### src/rtl/fetch_aligner.sv
// -----------------------------------------------------------------------------
// fetch_aligner
//
// Instruction-fetch front end feeding the IF/ID stage register. Whole 32-bit
// words are fetched from instruction memory over a req/ack handshake and kept
// as halfwords in a 4-entry buffer. One aligned instruction (16-bit compressed
// or 32-bit) is presented per cycle under valid/ready. Redirects may target any
// halfword; a fetch that is already in flight when a redirect arrives is allowed
// to complete (FLUSH state) and its data is discarded.
//
// Configuration macro: FETCH_RVC_EN
//   defined   : compressed (16-bit) instructions supported, halfword targets.
//   undefined : every instruction is 32-bit, targets/reset PC forced to word
//               alignment, inst_compressed tied low, two halfwords per consume.
//
// Parameters
//   ADDR_W    PC / memory address width
//   RESET_PC  first fetch PC after reset
//
// Ports
//   clk              clock, all state on rising edge
//   rst              synchronous active-low reset
//   mem_req          word fetch request (held until mem_ack)
//   mem_addr         word-aligned fetch address
//   mem_ack          mem_rdata valid, completes the request
//   mem_rdata        fetched word, halfword 0 in [15:0]
//   redirect         flush and restart at redirect_pc
//   redirect_pc      new PC (bit 0 ignored)
//   inst_valid       inst_out / inst_pc valid
//   out_ready        IF/ID register loads this cycle
//   inst_out         instruction, compressed ones zero-extended
//   inst_pc          PC of inst_out
//   inst_compressed  inst_out is a 16-bit instruction
// -----------------------------------------------------------------------------
module fetch_aligner #(
  parameter int unsigned        ADDR_W   = 32,
  parameter logic [ADDR_W-1:0]  RESET_PC = '0
) (
  input  logic              clk,
  input  logic              rst,
  output logic              mem_req,
  output logic [ADDR_W-1:0] mem_addr,
  input  logic              mem_ack,
  input  logic [31:0]       mem_rdata,
  input  logic              redirect,
  input  logic [ADDR_W-1:0] redirect_pc,
  output logic              inst_valid,
  input  logic              out_ready,
  output logic [31:0]       inst_out,
  output logic [ADDR_W-1:0] inst_pc,
  output logic              inst_compressed
);

`ifdef FETCH_RVC_EN
  localparam bit                RVC_EN  = 1'b1;
  localparam logic [ADDR_W-1:0] PC_MASK = ~ADDR_W'(1);
`else
  localparam bit                RVC_EN  = 1'b0;
  localparam logic [ADDR_W-1:0] PC_MASK = ~ADDR_W'(3);
`endif

  localparam logic [ADDR_W-1:0] WORD_MASK = ~ADDR_W'(3);
  localparam logic [ADDR_W-1:0] HEAD_RST  = RESET_PC & PC_MASK;
  localparam logic [ADDR_W-1:0] FETCH_RST = RESET_PC & WORD_MASK;
  localparam logic              SKIP_RST  = RVC_EN & RESET_PC[1];

  typedef enum logic {
    S_RUN   = 1'b0,
    S_FLUSH = 1'b1
  } state_e;

  // ---------------------------------------------------------------------------
  // State
  // ---------------------------------------------------------------------------
  state_e              state_q, state_d;
  logic [2:0]          occ_q, occ_d;          // buffered halfwords, 0..4
  logic [ADDR_W-1:0]   head_pc_q, head_pc_d;  // PC of buffer entry 0
  logic [ADDR_W-1:0]   fetch_pc_q, fetch_pc_d;// next word to fetch
  logic [ADDR_W-1:0]   addr_q, addr_d;        // address of the open request
  logic                skip_q, skip_d;        // drop low half of next word
  logic                req_q, req_d;          // request open towards memory

  logic [15:0]         buf_view [4];          // entry 0 is the head

  // ---------------------------------------------------------------------------
  // Head decode and handshake terms
  // ---------------------------------------------------------------------------
  logic                in_run;
  logic                head_is16;
  logic                valid_w;
  logic                consume;
  logic                ack_take;
  logic                hold_req;
  logic                append;
  logic [1:0]          pop_n;
  logic [1:0]          app_n;
  logic [2:0]          occ_pop;
  logic [15:0]         lo_hw;
  logic [15:0]         hi_hw;
  logic [ADDR_W-1:0]   tgt_pc;
  logic [ADDR_W-1:0]   tgt_word;
  logic                tgt_skip;

  assign in_run = (state_q == S_RUN);

`ifdef FETCH_RVC_EN
  assign head_is16 = (buf_view[0][1:0] != 2'b11);
  assign tgt_skip  = redirect_pc[1];
`else
  assign head_is16 = 1'b0;
  assign tgt_skip  = 1'b0;
`endif

  assign tgt_pc   = redirect_pc & PC_MASK;
  assign tgt_word = redirect_pc & WORD_MASK;

  // A 32-bit instruction needs both of its halfwords buffered, which also
  // covers the case where it straddles two fetched words.
  assign valid_w  = in_run && ((occ_q >= 3'd1 && head_is16) || occ_q >= 3'd2);

  // Redirect wins over consume and append in the same cycle.
  assign consume  = valid_w && out_ready && !redirect;
  assign ack_take = req_q && mem_ack;
  assign hold_req = req_q && !mem_ack;
  assign append   = ack_take && in_run && !redirect;

  assign pop_n    = consume ? (head_is16 ? 2'd1 : 2'd2) : 2'd0;
  assign app_n    = append ? (skip_q ? 2'd1 : 2'd2) : 2'd0;
  assign occ_pop  = occ_q - {1'b0, pop_n};

  // After a redirect to an odd halfword only the upper half of the first word
  // belongs to the new stream.
  assign lo_hw    = skip_q ? mem_rdata[31:16] : mem_rdata[15:0];
  assign hi_hw    = mem_rdata[31:16];

  // ---------------------------------------------------------------------------
  // Halfword buffer: pop shifts entries down, appended halfwords land directly
  // behind whatever survives the pop, so consume and append can share a cycle.
  // ---------------------------------------------------------------------------
  logic [5:0][15:0] buf_ext;
  assign buf_ext = {32'h0, buf_view[3], buf_view[2], buf_view[1], buf_view[0]};

  genvar gi;
  generate
    for (gi = 0; gi < 4; gi++) begin : g_buf
      localparam logic [2:0] SLOT = 3'(gi);
      logic [15:0] entry_q, entry_d;
      logic [2:0]  src;

      assign src = SLOT + {1'b0, pop_n};

      always_comb begin
        entry_d = buf_ext[src];
        if (app_n != 2'd0 && occ_pop == SLOT) begin
          entry_d = lo_hw;
        end
        if (app_n == 2'd2 && (occ_pop + 3'd1) == SLOT) begin
          entry_d = hi_hw;
        end
      end

      always_ff @(posedge clk) begin
        if (!rst) begin
          entry_q <= '0;
        end else begin
          entry_q <= entry_d;
        end
      end

      assign buf_view[gi] = entry_q;
    end
  endgenerate

  // ---------------------------------------------------------------------------
  // Next-state logic
  // ---------------------------------------------------------------------------
  always_comb begin
    state_d    = state_q;
    occ_d      = occ_q;
    head_pc_d  = head_pc_q;
    fetch_pc_d = fetch_pc_q;
    addr_d     = addr_q;
    skip_d     = skip_q;
    req_d      = req_q;

    unique case (state_q)
      S_RUN: begin
        if (redirect) begin
          occ_d      = 3'd0;
          head_pc_d  = tgt_pc;
          fetch_pc_d = tgt_word;
          skip_d     = tgt_skip;
          req_d      = 1'b1;
          if (hold_req) begin
            // The open request cannot be withdrawn; let it finish and
            // throw its data away.
            state_d = S_FLUSH;
            addr_d  = addr_q;
          end else begin
            addr_d  = tgt_word;
          end
        end else begin
          occ_d     = occ_pop + {1'b0, app_n};
          head_pc_d = head_pc_q + ADDR_W'({pop_n, 1'b0});
          if (append) begin
            fetch_pc_d = fetch_pc_q + ADDR_W'(4);
            skip_d     = 1'b0;
          end
          if (hold_req) begin
            req_d  = 1'b1;
            addr_d = addr_q;
          end else begin
            // Only ask for a word when both of its halfwords will fit.
            req_d  = (occ_d <= 3'd2);
            addr_d = fetch_pc_d;
          end
        end
      end

      S_FLUSH: begin
        if (redirect) begin
          head_pc_d  = tgt_pc;
          fetch_pc_d = tgt_word;
          skip_d     = tgt_skip;
        end
        req_d = 1'b1;
        if (ack_take || !req_q) begin
          state_d = S_RUN;
          addr_d  = fetch_pc_d;
        end
      end

      default: begin
        state_d = S_RUN;
      end
    endcase
  end

  always_ff @(posedge clk) begin
    if (!rst) begin
      state_q    <= S_RUN;
      occ_q      <= 3'd0;
      head_pc_q  <= HEAD_RST;
      fetch_pc_q <= FETCH_RST;
      addr_q     <= FETCH_RST;
      skip_q     <= SKIP_RST;
      req_q      <= 1'b0;
    end else begin
      state_q    <= state_d;
      occ_q      <= occ_d;
      head_pc_q  <= head_pc_d;
      fetch_pc_q <= fetch_pc_d;
      addr_q     <= addr_d;
      skip_q     <= skip_d;
      req_q      <= req_d;
    end
  end

  // ---------------------------------------------------------------------------
  // Outputs (registered state only)
  // ---------------------------------------------------------------------------
  assign mem_req         = req_q;
  assign mem_addr        = addr_q;
  assign inst_valid      = valid_w;
  assign inst_pc         = head_pc_q;
  assign inst_compressed = valid_w && head_is16;

  always_comb begin
    inst_out = 32'h0;
    if (valid_w) begin
      inst_out = head_is16 ? {16'h0, buf_view[0]} : {buf_view[1], buf_view[0]};
    end
  end

endmodule

### config.mk
export PLATFORM = sky130hd
export DESIGN_NAME = fetch_aligner
export DESIGN_NICKNAME = d
export VERILOG_FILES = /design/src/rtl/fetch_aligner.sv
export SDC_FILE = /design/constraint.sdc
export NUM_CORES = 1
export LEC_CHECK = 0
export BUFFER_PORTS_ARGS = -buffer_cell sky130_fd_sc_hd__buf_2
export CAP_MARGIN = 20
export CORE_MARGIN = 1.5
export CORE_UTILIZATION = 58
export DETAILED_ROUTE_END_ITERATION = 8
export HOLD_SLACK_MARGIN = 0.15
export MAX_ROUTING_LAYER = met4
export PLACE_DENSITY = 0.87
export SLEW_MARGIN = 20
export SYNTH_ARGS = -nofsm -noshare
export SYNTH_HDL_FRONTEND = slang
export SYNTH_SLANG_ARGS = --single-unit
### constraint.sdc
create_clock -name clk -period 6.49 [get_ports clk]
set_clock_uncertainty 0.15 [all_clocks]
set_input_delay 1.298 -clock clk [delete_from_list [all_inputs] [get_ports clk]]
set_output_delay 1.298 -clock clk [all_outputs]
set_load 0.05 [all_outputs]
# == Yosys cells after proc, flatten, opt, wreduce, memory -nomap -nowiden ==
# Index checks and enable logic that the tools add are counted.
# totals
reg_bits,166
elab_cells,106
in_bits,69
out_inout_bits,99
# classes
order_cmp,6
add_sub_neg,8
reduce_logical,24
n_mux,45
bitwise,1
eq_ne,11
# ops
operator,count
32-bit two-way mux,10
16-bit two-way mux,13
32-bit one-hot mux with 2 select lines,3
16-bit binary-select mux with 3-bit select,3
32-bit by 3-bit adder with 32-bit output,1
"32-bit by 3-bit adder with 32-bit output, second input constant",1
16-bit binary-select mux with 2-bit select,1
1-bit logical AND,15
"3-bit by 2-bit == test with 1-bit output, second input constant",4
"3-bit by 4-bit less-than comparator with 1-bit output, second input constant",3
1-bit two-way mux,8
"2-bit by 2-bit adder with 3-bit output, first input constant",2
"3-bit by 1-bit == test with 1-bit output, second input constant",2
3-bit zero test,2
2-bit two-way mux,3
1-bit one-hot mux with 2 select lines,3
"2-bit by 4-bit less-than comparator with 1-bit output, second input constant",1
"2-bit != test, second input constant",2
2-bit AND reduction,2
"1-bit by 2-bit adder with 3-bit output, first input constant",1
"3-bit by 1-bit adder with 3-bit output, second input constant",1
3-bit by 2-bit adder with 3-bit output,1
"3-bit by 2-bit greater-or-equal comparator with 1-bit output, second input constant",1
"3-bit by 2-bit less-or-equal comparator with 1-bit output, second input constant",1
other kinds (9),11

# == Logic depth before layout (Yosys ltp) ==
# logic_depth
ltp_word,11
depth_mapped,12
depth_no_buf,9

# == Worst setup path after synthesis ==
# No wires, ideal clock.
# synth_timing
path_kind,input port to flip-flop
startpoint,input port redirect
endpoint,register g_buf[0].entry_q[0]
path_stages,12
path_buffers,3
arrival_time_ns,3.588
slack_ns,2.662
t_required_ns,6.249
setup_time_ns,0.091
path_cell_list,buf_6 > nor2_1 > nand3b_1 > inv_1 > buf_1 > ha_1 > xor2_1 > nor2_1 > nand2_1 > clkbuf_1 > nor2_1 > a311oi_1
# synth_via
elab_chain_cells,8
elab_cells_between_ends,17
classes_between,2 x add/sub; 1 x eq/ne; 6 x mux; 8 x reduce/logical
# synth_rtl
item,line_no,rtl
from (decl),45,"input logic redirect,"
1-bit zero test *,"122, 125",
1-bit logical AND,122,assign consume = valid_w && out_ready && !redirect;
2-bit two-way mux,127,assign pop_n = consume ? (head_is16 ? 2'd1 : 2'd2) : 2'd0;
3-bit by 2-bit subtractor with 3-bit output,129,"assign occ_pop = occ_q - {1'b0, pop_n};"
3-bit by 1-bit adder with 3-bit output or 3-bit zero test (tied branches),"157, 154",
3-bit zero test or 1-bit logical AND (tied branches),"157, 154",
1-bit logical AND or 16-bit two-way mux (tied branches),"157, 154",
16-bit two-way mux *,157,if (app_n == 2'd2 && (occ_pop + 3'd1) == SLOT) begin
to (signal assigned),166,entry_q <= entry_d;
to (decl),147,"logic [15:0] entry_q, entry_d;"
# Every way passes the cells marked *; elsewhere a longest branch is shown, timed or not. The select of a mux whose other input is x is not followed.
# A chain may end at the register's enable or synchronous reset.

# == Worst setup path after layout ==
# layout_timing
startpoint,input port redirect
endpoint,"register head_pc_q[22], in the netlist inst_pc[22]"
# layout_via
elab_chain_cells,6
elab_cells_between_ends,7
classes_between,1 x add/sub; 1 x eq/ne; 3 x mux; 2 x reduce/logical
# layout_rtl
item,line_no,rtl
1-bit zero test,122,
1-bit logical AND,122,
2-bit two-way mux,127,
32-bit by 3-bit adder with 32-bit output,204,"head_pc_d = head_pc_q + ADDR_W'({pop_n, 1'b0});"
32-bit two-way mux,188,if (redirect) begin
32-bit one-hot mux with 2 select lines,186,unique case (state_q)
to (signal assigned),251,head_pc_q <= head_pc_d;
to (decl),77,"logic [ADDR_W-1:0] head_pc_q, head_pc_d;"
# Several ways; a longest one is shown, not always the timed one.

==> impl_metrics.py <==
metrics = {
    "layout": {
        "multi_input_area_um2": 3892,
        "nFillCells": 999,
        "finalNetCount": 1131,
        "diodes": 0,
        "drive_gt1_share_pct": 20.41,
        "regArea_um2": 3243,
        "syn_to_final_growth_pct": 18.41,
    },
    "routing": {
        "vias": 7209,
        "wl_mm": 19.61,
        "wl_per_cell_um": 15.81,
        "first_pass_iters": 5,
        "antenna_left": 0,
        "drc": 0,
        "vias_per_cell": 5.814,
        "drt-initial-drc-count": 695,
    },
    "floorplan": {
        "ios": 168,
        "rows": 41,
        "die_h_um": 116.4,
        "initial_core_util_pct": 59.37,
        "dieArea_um2": 13550,
        "fp.dieW_um": 116.4,
        "core-area_um2": 12570,
    },
    "pwr": {
        "clkPwrFrac_pct": 39.2,
        "peakVddDrop_mv": 0.2008,
        "powerDensity_nw_per_um2": 268.0,
        "p_int_w": 0.001697,
        "swShare_pct": 28.33,
        "total_power_w": 0.002368,
        "power.switching_w": 0.0006708,
        "combPwrFrac_pct": 14.4,
        "pwr-share-seq_pct": 46.4,
        "p_leak_nw": 3.626,
    },
    "setup_path": {
        "critical_path_required_ps": 6630,
        "cp_max_fo": 34,
        "startpoint_type": "primary input",
        "end_kind": "register",
        "path_class": "primary input to register",
        "worstPathArrival_ps": 4070,
    },
    "yosys": {
        "synth_edf_count": 0,
        "async_flop_share_pct": 0,
        "ys_ff_latch": 162,
        "synth_area_leader_cell": "dfxtp_1",
        "synth_cells": 935,
        "yosys-top-cells-area": "dfxtp_1, nand2_1, a21oi_1",
        "synth.top_cell.area_share_pct": 43.46,
        "synth_cell_type_count": 59,
        "synth.cell_area_um2": 7462,
        "yosysWarningCount": 0,
        "synth_ff_type": "dfxtp_1",
        "synth_area_per_cell_um2": 7.981,
        "ys_seq_area_share_pct": 43.46,
    },
    "global_routing": {
        "track_usage_pct": 30.25,
        "grt_pass1_wl_mm": 31.33,
        "grt_max_degree": 82,
        "antenna_found_initial": 0,
        "grt_remaining_overflow": 0,
        "grt_pass1_vias": 6488,
    },
    "min_path": {
        "worstHoldPathType": "register to register",
    },
    "clocking": {
        "root_buffer": "clkbuf_16",
        "cts_buffers": 17,
        "hold_buffers": 0,
        "cts.repair.resized": 0,
        "post-cts-setup-buffer-count": 0,
        "clkLatencyLatePin_ps": 430,
        "numClockSinks": 162,
        "h-tree-depth": 4,
        "path_clk_slew_ps": 60,
        "cts_tree": "done",
        "cts_buffer_depth": 2,
    },
    "timing": {
        "hold_viol_final": 0,
        "period_needed_ps": 3927,
        "finalMaxSlewViolations": 0,
        "fmax_mhz": 254.6,
        "rsz0062_at_grt": "no",
        "fin_crit_sh_pct": 60.51,
        "max-slew-margin-rel_pct": 27.17,
        "worst_pin_slew_ps": 1088,
        "tns_ps": 0,
        "setup_viol": 0,
    },
    "placed_design": {
        "place.gp.congestion": 0.8542,
        "dp_hpwl_mm": 12.99,
        "port_buffers": 162,
    },
    "run_status": {
        "outcome": "finished clean",
    },
    "run": {
        "max-cap-violations": 0,
    },
}
-- logic make-up (layout without fill, tap and decap cells) --
| group | after synthesis | after routing | synth area share [%] |
|---|---|---|---|
| xor+xnor | 41 | 41 | 4.812 |
| compound gates | 190 | 190 | 16.23 |
| other cells | 1 | 3 | 0.05025 |
| fa+ha+maj | 4 | 4 | 0.6707 |
| mux | 4 | 4 | 0.5533 |
| flops | 162 | 162 | 43.46 |
| simple gates | 447 | 447 | 29.54 |
| buf+inv | 86 | 217 | 4.678 |
-- power by group through the flow --
stage / registers [W] / clock network (W) / logic [W]
2_1_floorplan: 0.00121 / 0 / 0.000149
3_3_place_gp: 0.00112 / 0 / 0.000331
3_5_place_dp: 0.00112 / 0 / 0.000336
4_1_cts: 0.00110 / 0.000930 / 0.000338
5_1_grt: 0.00111 / 0.000977 / 0.000366
6_report: 0.00110 / 0.000929 / 0.000340
-- state kept, by name (all words and copies together), names as in the netlist --
name           flops
occ_q              2
g_buf.entry_q     64
mem_req            1
fetch_pc_q        32
inst_pc           30
state_q            1
mem_addr          32
-- placed cells by master (no fill, tap or decap), drive strengths merged, types with 17 or more instances in the layout --
cell / Yosys / final
a21oi: 84 / 84
clkbuf: 60 / 23
a311oi: 33 / 33
nand3: 76 / 76
o21ai: 31 / 31
xor2: 17 / 17
nor3: 22 / 22
nand2b: 22 / 22
nand2: 149 / 149
nor4: 17 / 17
nand4: 17 / 17
nor2: 70 / 70
and2: 37 / 37
dfxtp: 162 / 162
xnor2: 24 / 24
buf: 11 / 173
-- area by class of cell --
class / count / share of cell area (%)
clock inverter: 6 / 0.6514
multi-input combinational: 689 / 44.05
tap: 172 / 2.436
sequential: 162 / 36.70
clock buffer: 23 / 5.409
inverter: 15 / 0.6372
timing repair buffer: 173 / 10.11
-- critical path: stages --
cell	delay (ps)
buf_2	110
nor2_1	460
nand3b_1	170
inv_1	110
buf_4	360
ha_1	260
nand4_1	530
nor4_1	490
xnor2_1	180
a21oi_1	80
-- layer usage --
| layer | part of all wire [%] | global-route usage [%] | up-vias |
|---|---|---|---|
| li1 | - | - | 3509 |
| met1 | 43 | 38.75 | 3367 |
| met2 | 47 | 46.04 | 292 |
| met3 | 7.0 | 7.161 | 41 |
| met4 | 3.1 | 12.60 | 0 |
| met5 | 0 | - | - |
-- cells in the mapped netlist (3+ instances only) --
cell,n
xnor2_1,24
o21ai_0,28
o211ai_1,5
nor3_1,22
dfxtp_1,162
nor2_1,70
nand3_1,75
or3_1,7
nor4_1,13
ha_1,4
buf_1,6
inv_1,14
and2_1,37
o22a_1,3
nand4_1,16
clkbuf_1,60
a311oi_1,33
o21ai_1,3
and3_1,11
buf_4,3
or4_1,3
a211oi_1,3
nand3b_1,3
a21boi_0,3
a21o_1,5
nand2_1,149
nand2b_1,22
nor4_2,3
nor2b_1,4
a31oi_1,3
a31o_2,4
mux2i_1,3
xor2_1,17
a21oi_1,84
o31a_1,3
-- stage by stage --
step	cell area (µm²)	std cells	setup WS, ps	utilization, %	hold WS [ps]
floorplan	7470	937	2662	-	298.1
global placement	8295	1211	2229	66.00	295.6
detailed placement	8295	1211	2141	66.00	300.0
CTS	8831	1240	2584	70.26	316.3
global route	8836	1240	2256	70.30	332.3
finish	8836	1240	2563	70.30	309.5
-- final timing paths --
path          startpoint  slack, ps  cells past startpoint          end
max             redirect       2560                     10  inst_pc[22]
min reg2reg  mem_addr[5]        310                      2  mem_addr[5]
min          mem_addr[5]        310                      2  mem_addr[5]
max reg2reg      state_q       3000                      9  inst_pc[22]
No activity file was read; power rests on OpenSTA's default activity.
